File: src/rtl/s08_spi_pkg.sv
// ============================================================================
// s08_spi_pkg : shared S08 peripheral bus definitions and SPI FSM encodings
// Rev 1.0
// ============================================================================
`default_nettype none

package s08_spi_pkg;

  localparam logic [1:0] c_ADDR_CTRL   = 2'd0;
  localparam logic [1:0] c_ADDR_STATUS = 2'd1;
  localparam logic [1:0] c_ADDR_DATA   = 2'd2;
  localparam logic [1:0] c_ADDR_DIV    = 2'd3;

  localparam int c_CTRL_EN   = 0;
  localparam int c_CTRL_CPOL = 1;
  localparam int c_CTRL_CPHA = 2;
  localparam int c_CTRL_LSBF = 3;
  localparam int c_CTRL_SS   = 7;
  localparam logic [7:0] c_CTRL_MASK = 8'h8F;

  localparam int c_ST_BUSY = 0;
  localparam int c_ST_RXF  = 1;
  localparam int c_ST_OVR  = 2;
  localparam int c_ST_WCOL = 3;

  localparam logic [1:0] c_S_IDLE = 2'd0;
  localparam logic [1:0] c_S_XFER = 2'd1;
  localparam logic [1:0] c_S_DONE = 2'd2;

  // Divider values below 2 would starve the miso synchronizer; clamp them.
  function automatic logic [7:0] eff_div(input logic [7:0] div);
    return (div < 8'd2) ? 8'd2 : div;
  endfunction

endpackage

`default_nettype wire

File: src/rtl/s08_spi_bus_strobe.sv
// ============================================================================
// s08_bus_strobe : turns a multi-cycle CPU bus access into single-cycle events
// Rev 1.0
// ============================================================================
`default_nettype none

module s08_bus_strobe (
  input  logic clk,
  input  logic rst,
  input  logic i_sel,
  input  logic i_read,
  input  logic i_write,
  output logic o_wr_commit,
  output logic o_rd_end
);

  logic w_wr;
  logic w_rd;
  logic r_wr_q1;
  logic r_wr_q2;
  logic r_rd_q;
  logic r_wr_commit;
  logic r_rd_end;

  assign w_wr = i_sel & i_write;
  assign w_rd = i_sel & i_read;

  // Commit is delayed two cycles so write data has settled on the bus.
  always_ff @(posedge clk or posedge rst) begin
    if (rst) begin
      r_wr_q1     <= 1'b0;
      r_wr_q2     <= 1'b0;
      r_wr_commit <= 1'b0;
      r_rd_q      <= 1'b0;
      r_rd_end    <= 1'b0;
    end else begin
      r_wr_q1     <= w_wr;
      r_wr_q2     <= r_wr_q1;
      r_wr_commit <= r_wr_q1 & ~r_wr_q2;
      r_rd_q      <= w_rd;
      r_rd_end    <= r_rd_q & ~w_rd;
    end
  end

  assign o_wr_commit = r_wr_commit;
  assign o_rd_end    = r_rd_end;

endmodule

`default_nettype wire

File: src/rtl/s08_spi.sv
// ============================================================================
// s08_spi : memory-mapped SPI master on the MiniS08 CPU bus
// Rev 1.0
// ============================================================================
`default_nettype none

module s08_spi
  import s08_spi_pkg::*;
#(
  parameter logic [7:0] DIV_RESET = 8'd24,
  parameter logic       MOSI_IDLE = 1'b1
) (
  input  logic       clk50,
  input  logic       reset,
  input  logic [7:0] din,
  output logic [7:0] dout,
  input  logic       sel,
  input  logic [1:0] addr,
  input  logic       Read,
  input  logic       Write,
  output logic       sclk,
  output logic       mosi,
  input  logic       miso,
  output logic       ss_n
);

  logic [1:0] r_state;
  logic [1:0] w_next_state;
  logic [7:0] r_ctrl;
  logic       r_rxf;
  logic       r_ovr;
  logic       r_wcol;
  logic [7:0] r_rxdata;
  logic [7:0] r_div;
  logic [7:0] r_shift;
  logic [7:0] r_cnt;
  logic [4:0] r_edges;
  logic       r_sclk;
  logic       r_mosi;
  logic       r_miso_s1;
  logic       r_miso_s2;
  logic [1:0] r_rd_addr;

  logic       w_wr_commit;
  logic       w_rd_end;
  logic       w_busy;
  logic       w_in_xfer;
  logic       w_in_done;
  logic       w_en;
  logic       w_cpol;
  logic       w_cpha;
  logic       w_lsbf;
  logic       w_wr_data;
  logic       w_load;
  logic       w_tick;
  logic       w_odd_edge;
  logic       w_sample;
  logic       w_shift_out;
  logic       w_rd_data_end;
  logic       w_rd_status_end;
  logic [7:0] w_status;

  s08_bus_strobe u_strobe (
    .clk         (clk50),
    .rst         (reset),
    .i_sel       (sel),
    .i_read      (Read),
    .i_write     (Write),
    .o_wr_commit (w_wr_commit),
    .o_rd_end    (w_rd_end)
  );

  assign w_en   = r_ctrl[c_CTRL_EN];
  assign w_cpol = r_ctrl[c_CTRL_CPOL];
  assign w_cpha = r_ctrl[c_CTRL_CPHA];
  assign w_lsbf = r_ctrl[c_CTRL_LSBF];

  assign w_wr_data       = w_wr_commit & (addr == c_ADDR_DATA);
  assign w_load          = (r_state == c_S_IDLE) & w_wr_data & w_en;
  assign w_rd_data_end   = w_rd_end & (r_rd_addr == c_ADDR_DATA);
  assign w_rd_status_end = w_rd_end & (r_rd_addr == c_ADDR_STATUS);

  // Edge number is r_edges+1, so an even count means the upcoming edge is odd.
  assign w_tick      = w_in_xfer & w_en & (r_cnt == 8'd0);
  assign w_odd_edge  = ~r_edges[0];
  assign w_sample    = w_tick & (w_cpha ? ~w_odd_edge : w_odd_edge);
  assign w_shift_out = w_tick & (w_cpha ? w_odd_edge : ~w_odd_edge);

  always_ff @(posedge clk50 or posedge reset) begin
    if (reset) begin
      r_state <= c_S_IDLE;
    end else begin
      r_state <= w_next_state;
    end
  end

  always_comb begin
    w_next_state = c_S_IDLE;
    case (r_state)
      c_S_IDLE: w_next_state = w_load ? c_S_XFER : c_S_IDLE;
      c_S_XFER: begin
        if (!w_en) begin
          w_next_state = c_S_IDLE;
        end else if (w_tick && (r_edges == 5'd15)) begin
          w_next_state = c_S_DONE;
        end else begin
          w_next_state = c_S_XFER;
        end
      end
      c_S_DONE: w_next_state = c_S_IDLE;
      default:  w_next_state = c_S_IDLE;
    endcase
  end

  always_comb begin
    w_busy    = (r_state != c_S_IDLE);
    w_in_xfer = (r_state == c_S_XFER);
    w_in_done = (r_state == c_S_DONE);
  end

  always_ff @(posedge clk50 or posedge reset) begin
    if (reset) begin
      r_miso_s1 <= 1'b0;
      r_miso_s2 <= 1'b0;
    end else begin
      r_miso_s1 <= miso;
      r_miso_s2 <= r_miso_s1;
    end
  end

  // Divider, sclk generation and shifter.
  always_ff @(posedge clk50 or posedge reset) begin
    if (reset) begin
      r_shift <= 8'd0;
      r_cnt   <= 8'd0;
      r_edges <= 5'd0;
      r_sclk  <= 1'b0;
      r_mosi  <= MOSI_IDLE;
    end else begin
      case (r_state)
        c_S_IDLE: begin
          r_sclk <= w_cpol;
          if (w_load) begin
            r_shift <= din;
            r_cnt   <= eff_div(r_div);
            r_edges <= 5'd0;
            if (!w_cpha) begin
              r_mosi <= w_lsbf ? din[0] : din[7];
            end
          end
        end
        c_S_XFER: begin
          if (!w_en) begin
            r_sclk <= w_cpol;
            r_mosi <= MOSI_IDLE;
          end else if (w_tick) begin
            r_sclk  <= ~r_sclk;
            r_cnt   <= eff_div(r_div);
            r_edges <= r_edges + 5'd1;
            if (w_sample) begin
              r_shift <= w_lsbf ? {r_miso_s2, r_shift[7:1]} : {r_shift[6:0], r_miso_s2};
            end
            if (w_shift_out) begin
              r_mosi <= w_lsbf ? r_shift[0] : r_shift[7];
            end
          end else begin
            r_cnt <= r_cnt - 8'd1;
          end
        end
        default: begin
          r_sclk <= w_cpol;
          r_mosi <= MOSI_IDLE;
        end
      endcase
    end
  end

  // Register file; a completing byte takes priority over a coincident DATA read.
  always_ff @(posedge clk50 or posedge reset) begin
    if (reset) begin
      r_ctrl    <= 8'd0;
      r_div     <= DIV_RESET;
      r_rxdata  <= 8'd0;
      r_rxf     <= 1'b0;
      r_ovr     <= 1'b0;
      r_wcol    <= 1'b0;
      r_rd_addr <= 2'd0;
    end else begin
      if (sel && Read) begin
        r_rd_addr <= addr;
      end
      if (w_wr_commit && (addr == c_ADDR_CTRL)) begin
        if (w_busy) begin
          r_ctrl[c_CTRL_EN] <= din[c_CTRL_EN];
          r_ctrl[c_CTRL_SS] <= din[c_CTRL_SS];
        end else begin
          r_ctrl <= din & c_CTRL_MASK;
        end
      end
      if (w_wr_commit && (addr == c_ADDR_DIV) && !w_busy) begin
        r_div <= din;
      end
      if (w_wr_data && w_busy) begin
        r_wcol <= 1'b1;
      end else if (w_rd_status_end) begin
        r_wcol <= 1'b0;
      end
      if (w_in_done) begin
        r_rxdata <= r_shift;
        r_rxf    <= 1'b1;
        r_ovr    <= w_rd_data_end ? 1'b0 : r_rxf;
      end else if (w_rd_data_end) begin
        r_rxf <= 1'b0;
        r_ovr <= 1'b0;
      end
    end
  end

  always_comb begin
    w_status              = 8'd0;
    w_status[c_ST_BUSY]   = w_busy;
    w_status[c_ST_RXF]    = r_rxf;
    w_status[c_ST_OVR]    = r_ovr;
    w_status[c_ST_WCOL]   = r_wcol;
  end

  always_comb begin
    dout = 8'd0;
    case (addr)
      c_ADDR_CTRL:   dout = r_ctrl & c_CTRL_MASK;
      c_ADDR_STATUS: dout = w_status;
      c_ADDR_DATA:   dout = r_rxdata;
      c_ADDR_DIV:    dout = r_div;
      default:       dout = 8'd0;
    endcase
  end

  assign sclk = r_sclk;
  assign mosi = r_mosi;
  assign ss_n = ~r_ctrl[c_CTRL_SS];

endmodule

`default_nettype wire
File: config.mk
export PLATFORM = sky130hd
export DESIGN_NAME = s08_spi
export DESIGN_NICKNAME = d
export VERILOG_FILES = /design/src/rtl/s08_spi_pkg.sv /design/src/rtl/s08_spi_bus_strobe.sv /design/src/rtl/s08_spi.sv
export SDC_FILE = /design/constraint.sdc
export NUM_CORES = 1
export LEC_CHECK = 0
export CORE_ASPECT_RATIO = 0.6
export CORE_MARGIN = 8
export CORE_UTILIZATION = 45
export CTS_CLUSTER_DIAMETER = 40
export CTS_CLUSTER_SIZE = 12
export DETAILED_ROUTE_END_ITERATION = 7
export MAX_ROUTING_LAYER = met4
export SKIP_CTS_REPAIR_TIMING = 1
export SYNTH_ARGS = -nofsm -noshare
export SYNTH_HDL_FRONTEND = slang
export SYNTH_SLANG_ARGS = --single-unit
File: constraint.sdc
create_clock -name clk50 -period 3.5 [get_ports clk50]
set_input_delay 0.7 -clock clk50 [delete_from_list [all_inputs] [get_ports clk50]]
set_output_delay 0.7 -clock clk50 [all_outputs]
set_load 0.1 [all_outputs]
=== Word-level counts from Yosys, hierarchy flattened ===
Index checks and enable logic that the tools add are counted.

* Add/sub/neg operators: 2
* $mul: 0
* Div/mod/pow operators: 0
* $lt $le $gt $ge: 1
* Equal/unequal tests: 15
* Shift operators: 0
* Mux-type cells: 39
* Bitwise operators: 19
* Reduce and logical (&&, ||, !) cells: 19

{| class="wikitable"
|+ Operators by type and width
! kind !! count
|-
| $mux W8 || 9
|-
| $pmux W8 S2 || 2
|-
| $pmux W8 S4 || 1
|-
| $mux W1 || 19
|-
| $mux W5 || 3
|-
| $and A1 B1 Y1 || 13
|-
| $pmux W5 S2 || 1
|-
| $eq A2 B2 Y1 const B || 4
|-
| $logic_not A8 Y1 || 1
|-
| $lt A8 B2 Y1 const B || 1
|-
| $reduce_and A4 Y1 || 2
|-
| $reduce_bool A2 Y1 || 4
|-
| $sub A8 B1 Y8 const B || 1
|-
| $eq A2 B1 Y1 const B || 3
|-
| $logic_and A1 B1 Y1 || 6
|-
| $ne A2 B2 Y1 const B || 3
|-
| $ne A3 B2 Y1 const B || 2
|-
| $not A1 Y1 || 6
|-
| $add A5 B1 Y5 const B || 1
|-
| $eq A5 B4 Y1 const B || 1
|-
| $reduce_and A5 Y1 || 1
|-
| $logic_not A2 Y1 || 2
|-
| $mux W2 || 2
|-
| $ne A2 B1 Y1 const B || 2
|-
| 5 further kinds || 5
|}

* Register bits after elaboration: 58
* Bits in latches: 0
* RAM bits: 0
* Bits in read-only memories: 0
* Input bits: 16
* Output and inout port bits: 11
* Logic and storage cells: 116
* Memories kept: 0

=== Depth between registers and ports, before layout ===
* Depth after elaboration: 8
* Mapped depth: 7
* Mapped depth without buffers: 6

=== Hierarchy ===
Synthesis repeated with hierarchy kept, for this count alone.

* Cells, all modules: 267
* Area, all modules: 2979.1 um2

{| class="wikitable"
|+ By module, submodules not included
! module !! instances !! cells each !! area each (um2) !! seq. area each (um2)
|-
| s08_spi || 1 || 257 || 2824.0 || 1330.0
|-
| s08_bus_strobe || 1 || 10 || 155.1 || 125.1
|}

=== Least setup slack after synthesis ===
OpenSTA, ideal clock, no wires.

* Path kind: input -> output
* Start point: input addr[1]
* End point: output dout[7]
* Data arrival time: 3.195 ns
* Data required time: 2.800 ns
* Slack: -0.395 ns
* Stages: 3
* Buffers on the path: 1
* Path through: buf_1 mux2i_1 o21ai_0

* Word-level cells in the longest chain between the ends: 2
* Elaborated cells between the ends (all ways): 5
* Classes of those cells: 3 x eq/ne; 1 x mux; 1 x reduce/logical

{| class="wikitable"
|+ Ends and longest elaborated chain
! what !! RTL line !! RTL
|-
| start, declared || s08_spi.sv:18 || <nowiki>input logic [1:0] addr,</nowiki>
|-
| $eq A2 B2 Y1 (tied with other cells) || s08_spi.sv:229 || <nowiki>case (addr)</nowiki>
|-
| $pmux W8 S4 * || s08_spi.sv:229 ||
|-
| end, declared || s08_spi.sv:16 || <nowiki>output logic [7:0] dout,</nowiki>
|}

Mark *: on every way between the ends. The rest lies on a longest branch, timed or not.

=== Final worst setup path ===
* Start point: input addr[0]
* End point: output dout[3]

The elaborated chain is that of the path after synthesis.

==> impl_metrics.csv <==
group,metric,value,unit
setup_path,path_delay_family,"buffers and inverters",
global_routing,antenna_found_initial,0,
setup_path,crit_path_top_delay_cell,"clkdlybuf4s50_1",
placement,globalplace.congestion,0.8334,
cells_and_area,drive_above_1_share,0.2277,
yosys,synth_seq_cells,58,
die,std_cell_rows,23,
setup_path,timing.rr.end,"r_cnt[5]$_DFFE_PP0P_",
cells_and_area,syn2layout_area_growth,21.20,%
global_routing,grt-ovfl-total,0,
power_and_ir_drop,vdd_drop_max,0.3627,mV
yosys,synth.distinct_cells,52,
setup_path,max_stage_delay,0.84,ns
die,initial_core_util,0.4552,
power_and_ir_drop,p_leak,0.001604,uW
setup_path,end_kind,"output port",
timing,hold_viol_final,0,
timing,grt_setup_unrepaired,"no",
yosys,yosysSeqAreaShare,0.4872,
routing,drt-total-wl,7.253,mm
clock_tree,htree_levels,3,
clock_tree,cts-root-buf,"clkbuf_8",
yosys,synth_top_area_share,0.4608,
routing,drtAntennaViolNets,0,
setup_path,timing.rr.start,"r_state[0]$_DFF_PP0_",
timing,skew,0.008900,ns
setup_path,crit_type,"primary input to output port",
yosys,syn_inst,268,
setup_path,cp.required,2.80,ns
setup_path,crit_chain,"clkdlybuf4s50_1, mux4_2, buf_12",
routing,dr.first_iter.drc_count,178,
die,fp.dieH,79.11,um
global_routing,grt_max_degree,29,
cells_and_area,layoutNonFillerInstCount,390,
setup_path,rrSetupSlack,1.03,ns
outcome,status,"completed",
yosys,synth.area.top_cells,"dfrtp_1 (46%), mux2i_1 (8.0%), mux2_2 (7.9%), mux4_2 (3.0%), o21ai_0 (2.7%)",
yosys,syn_nets,288,
global_routing,grt_pass1_vias,2204,
timing,period_share,0.8793,
timing,max_freq,0.3249,GHz
hold_path,holdPathEnd,"r_miso_s2$_DFF_PP0_",
hold_path,hold_path_class,"register to register",
yosys,ys.flop_type,"dfrtp_1",
clock_tree,clock-sinks,58,
routing,drc_errors,0,
timing,worst_pin_slew,1.036,ns
job,cap_viol_max_count,0,
global_routing,grt_use_total,0.1673,
timing,slew_headroom,0.3082,
cells_and_area,antenna_cells,0,
routing,wl_per_cell,18.60,um
die,ios,27,
timing,fin_tns_setup,0,ns
timing,period_minus_slack,3.077,ns
hold_path,hp-start,"r_miso_s1$_DFF_PP0_",
die,die_area,9586,um^2
clock_tree,cts_tree,"done",
timing,maxSlewViolCount,0,
clock_tree,clock_latency,0.35,ns
placement,dp.cells,374,
yosys,synth_top_area_cell,"dfrtp_1",
timing,setup_viol,0,
hold_path,hold_depth,0,
routing,vias_per_cell,5.536,
timing,hold_ws,0.3638,ns
setup_path,cp_max_fo,11,
placement,post-place-ws,0.4371,ns
timing,fin_ws,0.4226,ns
routing,vias,2159,
setup_path,setup.worst_path.start_class,"primary input",
clock_tree,clk_pin_slew,0.07,ns
die,core_area,6561,um^2
yosys,synthArstFlopShare,1.000,
global_routing,grt_pass1_wl,11.81,mm
power_and_ir_drop,powerDensity,681.4,nW/um^2
yosys,synth.top_cells.by_count,"dfrtp_1 (55), mux2i_1 (24), mux2_2 (21)",
routing,first_pass_iters,4,
cells_and_area,num-nets-final,318,
yosys,synth_area,2987,um^2
die,die_w,121.2,um
placement,dp_hpwl,5.257,mm
yosys,yosysWarnings,0,
setup_path,reg2reg_depth,4,
setup_path,arrival,2.38,ns
yosys,syn_area_per_cell,11.14,um^2
setup_path,critPathBufInv,2,
yosys,synth_edf_count,0,
yosys,synth.most_common_cell,"dfrtp_1",
placement,io_buffers,26,
clock_tree,cts_buffers,9,
clock_tree,cts_buffer_depth,2,
==> per-stage QoR <==
stage / total power (uW) / util / cell area [um^2]
2_1_floorplan: 1581 / - / 2987
3_3_place_gp: 1822 / 0.5206 / 3416
3_5_place_dp: 1835 / 0.5206 / 3416
4_1_cts: 2478 / 0.5517 / 3620
5_1_grt: 2593 / 0.5517 / 3620
6_report: 2466 / 0.5517 / 3620
==> power by group <==
| group | internal [uW] | leakage [uW] | switching (uW) |
|---|---|---|---|
| clock network | 363 | 0.000105 | 268 |
| registers | 837 | 0.000730 | 215 |
| logic | 325 | 0.000769 | 458 |
==> cell type report <==
cell class	instances	area [um^2]
flip-flops and latches	58	1455
well taps	87	108.9
repair buffers	32	380.4
inverters	17	63.81
fillers	587	2942
clock inverters	5	52.55
clock buffers	11	151.4
multi-input cells	180	1408
==> routing by layer <==
layer,part of all wire,wire length (um),global-route usage
met4,0.0099,72,0.04039
met3,0.056,403,0.06369
met1,0.54,3912,0.2381
met5,0,0,-
met2,0.39,2863,0.2158
==> registers in the layout, summed over array words and instances (netlist names) <==
name	cells
r_cnt	8
r_div	8
r_rxdata	8
r_shift	8
r_ctrl	5
r_edges	5
r_rd_addr	2
r_state	2
mosi	1
r_miso_s1	1
r_miso_s2	1
r_ovr	1
r_rxf	1
r_wcol	1
sclk	1
u_strobe.o_rd_end	1
u_strobe.o_wr_commit	1
u_strobe.r_rd_q	1
u_strobe.r_wr_q1	1
u_strobe.r_wr_q2	1
==> layout by cell type (no fill, tap or decap), types with 3 or more instances in the layout <==
cell,count
nand2_1,15
clkbuf_8,11
nor2b_1,8
nor2_1,13
buf_12,8
clkdlybuf4s50_1,16
nor4_1,3
nand2b_1,3
buf_4,8
a31oi_1,4
inv_1,16
mux2i_1,24
dfrtp_1,55
a21oi_1,11
clkinv_2,3
nand3_1,6
nor3b_1,3
a2bb2oi_1,3
dfstp_2,3
and2_1,3
ha_1,4
mux4_2,4
nor3_1,4
mux2_2,21
o21ai_0,15
==> how the worst max path moves through the flow <==
stage / start / to / slack, ns / cells past startpoint
finish: addr[0] / dout[3] / 0.42 / 3
floorplan: addr[1] / dout[7] / 0.36 / 3
detailed placement: addr[0] / dout[3] / 0.44 / 3
global route: addr[0] / dout[3] / 0.35 / 3
CTS: addr[0] / dout[3] / 0.41 / 3
global placement: addr[0] / dout[3] / 0.43 / 3
==> worst register-to-register path, stage by stage (launching register included) <==
cell and delay [ns]:
dfrtp_1 0.59, nand2b_1 0.51, a31oi_2 0.75, nor2_1 0.12
a221o_1 0.38
==> logic make-up (layout without fill, tap and decap cells) <==
| group | Yosys count | after routing | synth area share |
|---|---|---|---|
| AND/OR/NAND/NOR | 73 | 73 | 0.1412 |
| XOR/XNOR | 2 | 2 | 0.005866 |
| adder cells (fa/ha/maj) | 4 | 4 | 0.01676 |
| buffers and inverters | 30 | 65 | 0.04147 |
| multiplexers | 49 | 49 | 0.1898 |
| AO/OA/AOI/OAI | 52 | 52 | 0.1177 |
| flip-flops | 58 | 58 | 0.4872 |
Power figures use the tool's default switching activity.
